## src/rtl/usb_bus_master_arb.sv

```systemverilog
// Round-robin master for the SiLibUSB 8-bit bus: normal cycle is 1+STROBE_CYC+HOLD_CYC+1 cycles to ACK, fast read is 3.
// No backpressure: REQ is held by the requester until its one-cycle ACK, and only the IDLE state accepts a new grant.
module usb_bus_master_arb #(
  parameter logic [15:0] ADDR_OFFSET = 16'h4000,
  parameter int          STROBE_CYC  = 2,
  parameter int          HOLD_CYC    = 1
) (
  input  logic        BUS_CLK,
  input  logic        BUS_RST,
  input  logic [1:0]  REQ,
  input  logic [1:0]  REQ_WR,
  input  logic [1:0]  REQ_FAST,
  input  logic [31:0] REQ_ADD,
  input  logic [15:0] REQ_WDATA,
  output logic [1:0]  ACK,
  output logic [7:0]  RDATA,
  output logic        BUSY,
  output logic        RD_B,
  output logic        WR_B,
  output logic [15:0] ADD,
  output logic [7:0]  DATA_O,
  output logic        DATA_OE,
  input  logic [7:0]  DATA_I,
  output logic        FREAD,
  output logic        FSTROBE,
  output logic        FMODE,
  input  logic [7:0]  FD
);

  localparam logic [2:0] ST_IDLE   = 3'd0;
  localparam logic [2:0] ST_SETUP  = 3'd1;
  localparam logic [2:0] ST_STROBE = 3'd2;
  localparam logic [2:0] ST_HOLD   = 3'd3;
  localparam logic [2:0] ST_F0     = 3'd4;
  localparam logic [2:0] ST_F1     = 3'd5;
  localparam logic [2:0] ST_ACK    = 3'd6;

  localparam logic [3:0] STROBE_LOAD = 4'(STROBE_CYC - 1);
  localparam logic [3:0] HOLD_LOAD   = 4'(HOLD_CYC - 1);

  logic [2:0]  state_q, state_d;
  logic [3:0]  cnt_q, cnt_d;
  logic        gnt_q, gnt_d;
  logic        pri_q, pri_d;
  logic        wr_q, wr_d;
  logic [1:0]  ack_q, ack_d;
  logic [7:0]  rdata_q, rdata_d;
  logic        rd_b_q, rd_b_d;
  logic        wr_b_q, wr_b_d;
  logic [15:0] add_q, add_d;
  logic [7:0]  data_o_q, data_o_d;
  logic        data_oe_q, data_oe_d;
  logic        fread_q, fread_d;
  logic        fstrobe_q, fstrobe_d;
  logic        fmode_q, fmode_d;

  logic        sel;
  logic [15:0] sel_add;
  logic [7:0]  sel_wdata;

  // On a tie the pointer names the port that was not served last.
  always_comb begin
    sel = 1'b0;
    if (REQ == 2'b11) begin
      sel = pri_q;
    end else begin
      sel = REQ[1];
    end
    sel_add   = sel ? REQ_ADD[31:16]  : REQ_ADD[15:0];
    sel_wdata = sel ? REQ_WDATA[15:8] : REQ_WDATA[7:0];
  end

  // Output registers are loaded from the state being entered, so every
  // bus pin is a clean flop output aligned with its state.
  always_comb begin
    state_d   = state_q;
    cnt_d     = cnt_q;
    gnt_d     = gnt_q;
    pri_d     = pri_q;
    wr_d      = wr_q;
    ack_d     = 2'b00;
    rdata_d   = rdata_q;
    rd_b_d    = 1'b1;
    wr_b_d    = 1'b1;
    add_d     = add_q;
    data_o_d  = data_o_q;
    data_oe_d = data_oe_q;
    fread_d   = 1'b0;
    fstrobe_d = 1'b0;
    fmode_d   = fmode_q;

    case (state_q)
      ST_IDLE: begin
        if (REQ != 2'b00) begin
          gnt_d = sel;
          wr_d  = REQ_WR[sel];
          if (REQ_FAST[sel]) begin
            state_d   = ST_F0;
            fread_d   = 1'b1;
            fstrobe_d = 1'b1;
            fmode_d   = 1'b1;
          end else begin
            state_d = ST_SETUP;
            add_d   = sel_add + ADDR_OFFSET;
            if (REQ_WR[sel]) begin
              data_o_d  = sel_wdata;
              data_oe_d = 1'b1;
            end
          end
        end
      end

      ST_SETUP: begin
        state_d = ST_STROBE;
        cnt_d   = STROBE_LOAD;
        if (wr_q) begin
          wr_b_d = 1'b0;
        end else begin
          rd_b_d = 1'b0;
        end
      end

      ST_STROBE: begin
        if (cnt_q == 4'd0) begin
          state_d = ST_HOLD;
          cnt_d   = HOLD_LOAD;
          if (!wr_q) begin
            rdata_d = DATA_I;
          end
        end else begin
          cnt_d = cnt_q - 4'd1;
          if (wr_q) begin
            wr_b_d = 1'b0;
          end else begin
            rd_b_d = 1'b0;
          end
        end
      end

      ST_HOLD: begin
        if (cnt_q == 4'd0) begin
          state_d   = ST_ACK;
          ack_d     = gnt_q ? 2'b10 : 2'b01;
          add_d     = 16'h0000;
          data_oe_d = 1'b0;
        end else begin
          cnt_d = cnt_q - 4'd1;
        end
      end

      ST_F0: begin
        state_d = ST_F1;
      end

      // FMODE stays up through the ACK cycle so it frames the whole fast transfer.
      ST_F1: begin
        state_d = ST_ACK;
        rdata_d = FD;
        ack_d   = gnt_q ? 2'b10 : 2'b01;
      end

      ST_ACK: begin
        state_d = ST_IDLE;
        pri_d   = ~gnt_q;
        fmode_d = 1'b0;
      end

      default: begin
        state_d   = ST_IDLE;
        add_d     = 16'h0000;
        data_oe_d = 1'b0;
        fmode_d   = 1'b0;
      end
    endcase
  end

  always_ff @(posedge BUS_CLK) begin
    if (BUS_RST) begin
      state_q   <= ST_IDLE;
      cnt_q     <= 4'd0;
      gnt_q     <= 1'b0;
      pri_q     <= 1'b0;
      wr_q      <= 1'b0;
      ack_q     <= 2'b00;
      rdata_q   <= 8'h00;
      rd_b_q    <= 1'b1;
      wr_b_q    <= 1'b1;
      add_q     <= 16'h0000;
      data_o_q  <= 8'h00;
      data_oe_q <= 1'b0;
      fread_q   <= 1'b0;
      fstrobe_q <= 1'b0;
      fmode_q   <= 1'b0;
    end else begin
      state_q   <= state_d;
      cnt_q     <= cnt_d;
      gnt_q     <= gnt_d;
      pri_q     <= pri_d;
      wr_q      <= wr_d;
      ack_q     <= ack_d;
      rdata_q   <= rdata_d;
      rd_b_q    <= rd_b_d;
      wr_b_q    <= wr_b_d;
      add_q     <= add_d;
      data_o_q  <= data_o_d;
      data_oe_q <= data_oe_d;
      fread_q   <= fread_d;
      fstrobe_q <= fstrobe_d;
      fmode_q   <= fmode_d;
    end
  end

  assign ACK     = ack_q;
  assign RDATA   = rdata_q;
  assign BUSY    = (state_q != ST_IDLE);
  assign RD_B    = rd_b_q;
  assign WR_B    = wr_b_q;
  assign ADD     = add_q;
  assign DATA_O  = data_o_q;
  assign DATA_OE = data_oe_q;
  assign FREAD   = fread_q;
  assign FSTROBE = fstrobe_q;
  assign FMODE   = fmode_q;

endmodule

```

## config.mk

```make
export PLATFORM = sky130hd
export DESIGN_NAME = usb_bus_master_arb
export DESIGN_NICKNAME = d
export VERILOG_FILES = /design/src/rtl/usb_bus_master_arb.sv
export SDC_FILE = /design/constraint.sdc
export NUM_CORES = 1
export LEC_CHECK = 0
export CORE_MARGIN = 4
export CORE_UTILIZATION = 42
export CTS_CLUSTER_SIZE = 8
export DETAILED_ROUTE_END_ITERATION = 12
export PLACE_DENSITY = 0.79
export RECOVER_POWER = 25
export SLEW_MARGIN = 20
export SYNTH_ARGS = -nofsm -noshare
export SYNTH_HDL_FRONTEND = slang
export SYNTH_SLANG_ARGS = --single-unit
export TNS_END_PERCENT = 50
```

## constraint.sdc

```tcl
create_clock -name BUS_CLK -period 2.4 [get_ports BUS_CLK]
set_input_delay 0.36 -clock BUS_CLK [delete_from_list [all_inputs] [get_ports BUS_CLK]]
set_output_delay 0.36 -clock BUS_CLK [all_outputs]
set_load 0.05 [all_outputs]
```

==> qor.txt <==
setup repair after global routing missed its margin -> no
Non-Filler Instances -> 459
initial antenna violation count -> 0
FF+latch area -> 981 um2
critical register-to-register path endpoint -> RDATA[1]$_SDFFE_PP0P_
setup TNS -> 0 ps
highest clock rate -> 470 MHz
die height -> 85.2 um
Critical Path Source Type -> input port
post-CTS resize count -> 0
clk slew on worst S/H paths -> 90 ps
Core Region -> 0.00564 mm2
H-tree Lvls -> 2
Worst VDD drop -> 442 uV
Yosys warnings -> 0
CP Capture Type -> register
max layer used -> met4
most common cell in the netlist -> dfxtp_1
crit path max fanout -> 12
die outline width -> 85.2 um
Routed Antenna Nets -> 0
Post-DP HPWL -> 5140 um
Largest delay share family, worst path -> buffers and inverters
fin area -> 0.00380 mm2
Synth Flop Type -> dfxtp_1
PD cells -> 842 mW/mm2
drt total wl -> 6850 um
Critical Path Sink -> ADD[3]$_SDFFE_PP0P_
Via density -> 5.35
post-synthesis net count -> 350
global route total overflow -> 0
Critical Path RT -> 2600 ps
Mapped Area -> 0.00250 mm2
clock buffers created by TritonCTS -> 5
most frequent cells after synthesis -> dfxtp_1 (49), nor2_1 (20), inv_1 (15), mux2i_1 (15)
fin crit share -> 88.6%
clk root buf -> clkbuf_8
Slowest Stage Delay on Critical Path -> 660 ps
Initial Util -> 44.3%
Seq cells post-synth -> 49
Post-CTS Setup Repair Bufs -> 0
Fill cells -> 461
CTS tree -> built
1st-iter DRT viols -> 94
layout cells sized above 1 -> 7.49%
Cells after DPL -> 451
via count -> 2,456
R2R cell count -> 7
Final Max Slew Viols -> 0
Worst slew margin -> 50.4%
Total GRT Usage -> 18.7%
Multi-input gate area -> 0.00134 mm2
sequential area share after synthesis -> 39.2%
number of synthesized flops with an enable pin -> 0
largest net degree at the start of global routing -> 25
Leakage -> 1.45 nW
Area Overhead vs Synth -> 51.8%
status -> finished clean
crit path from -> REQ[1]
Syn Inst Count -> 276
FFs w/ async S/R, synth -> 0%
Crit Path Category -> in2reg
Antenna diodes -> 0
Yosys top cell by area -> dfxtp_1
R2R Path Start -> cnt_q[0]$_SDFFE_PP0P_
Final Hold Vio Count -> 0
DR DRC count -> 0
syn avg cell area -> 9.06 um2
Port-buffer cells -> 112
vias in the first global route -> 2,393
Critical-path top delay cell -> dlygate4sd3_1
r2r setup slk -> 300 ps
Final nets -> 460
CP Depth -> 6
Site Rows -> 27
1st-pass router iterations -> 4
Synth top area share -> 39.2%
synth top area cells -> dfxtp_1 (39%), mux2i_1 (6.0%), o2bb2ai_1 (4.2%)
DP Area -> 0.00369 mm2
Skew-Pair Late Insertion Delay -> 310 ps
synth unique cells -> 51
Routed wire per std cell -> 14.9 um
final worst setup slack -> 274 ps
Worst Clk Skew -> 5.73 ps
Final setup viols -> 0
wire length on met3 -> 734 um
CP cell instances -> dlygate4sd3_1 > inv_1 > o21ai_0 > a311oi_1 > buf_4 > o2bb2ai_1
Place WS -> 215 ps
met2 WL -> 3150 um
Max Buffers Root-to-Sink -> 2
minimum clock period -> 2130 ps
routability cong. -> 0.768
Min-Delay Path Class -> reg2reg
hold_buf cts -> 0
number of max-cap violations -> 0
Die Area -> 0.00725 mm2
CTS sink cnt -> 49
arrival time worst endpoint -> 2330 ps
Worst-Margin Slew -> 736 ps
hold_ws -> 456 ps
WL met1 -> 2890 um
WP buf/inv -> 3
num ports -> 113
first-pass GRT wire length -> 11,100 um
[per-stage QoR]
stage / util [%] / power, mW
2_1_floorplan: - / 2.17
3_3_place_gp: 65.4 / 2.60
3_5_place_dp: 65.4 / 2.62
4_1_cts: 67.4 / 3.23
5_1_grt: 67.3 / 3.38
6_report: 67.3 / 3.20
[worst min-delay path by stage]
| stage | from | endpoint | slack (ps) | cells past startpoint |
|---|---|---|---|---|
| 3_5_place_dp | wr_q$_SDFFE_PP0N_ | WR_B$_SDFF_PP1_ | 440 | 1 |
| 4_1_cts | wr_q$_SDFFE_PP0N_ | WR_B$_SDFF_PP1_ | 460 | 1 |
| 2_1_floorplan | wr_q$_SDFFE_PP0N_ | WR_B$_SDFF_PP1_ | 410 | 1 |
| 5_1_grt | wr_q$_SDFFE_PP0N_ | WR_B$_SDFF_PP1_ | 480 | 1 |
| 6_report | wr_q$_SDFFE_PP0N_ | WR_B$_SDFF_PP1_ | 460 | 1 |
| 3_3_place_gp | wr_q$_SDFFE_PP0N_ | WR_B$_SDFF_PP1_ | 440 | 1 |
[kinds of logic after synthesis]
family / share of synthesized area [%]
adder cells (fa/ha/maj): 1.00
flip-flops: 39.2
AO/OA/AOI/OAI: 27.1
AND/OR/NAND/NOR: 17.3
XOR/XNOR: 1.75
buffers and inverters: 7.20
multiplexers: 6.45
[flip-flops by register name, indices dropped and copies added (netlist names), 2 cells and up]
name     count
DATA_O       8
state_q      3
cnt_q        4
ACK          2
RDATA        8
ADD         16
[metal layers]
| metal | track usage, % | up-vias |
|---|---|---|
| met5 | 0 | - |
| met4 | 4.75 | 0 |
| met3 | 7.38 | 7 |
| met2 | 31.7 | 95 |
| met1 | 22.1 | 1105 |
| li1 | - | 1249 |
[cell usage in the layout (no fill, tap or decap), types with 8 or more instances in the layout]
master,n
a21boi_0,11
o2bb2ai_1,12
nand2_1,12
mux2i_1,15
and3_1,11
a211oi_1,12
nand3_1,10
buf_4,13
nor2_1,20
inv_1,15
dfxtp_1,49
clkdlybuf4s50_1,105
a311oi_1,9
a21oi_1,11
a2111oi_0,8
[report_power, final]
part / switching (mW) / internal [mW]
clock: 0.291 / 0.313
sequential: 0.0917 / 0.960
combinational: 0.923 / 0.618
total: 1.31 / 1.89
[area by class of cell]
cell class | instances | share of cell area (%)
clock buffers | 5 | 1.81
clock inverters | 3 | 1.15
inverters | 15 | 1.48
multi-input cells | 189 | 35.3
flip-flops and latches | 49 | 25.8
well taps | 72 | 2.37
repair buffers | 126 | 32.0
Power figures use the tool's default switching activity.
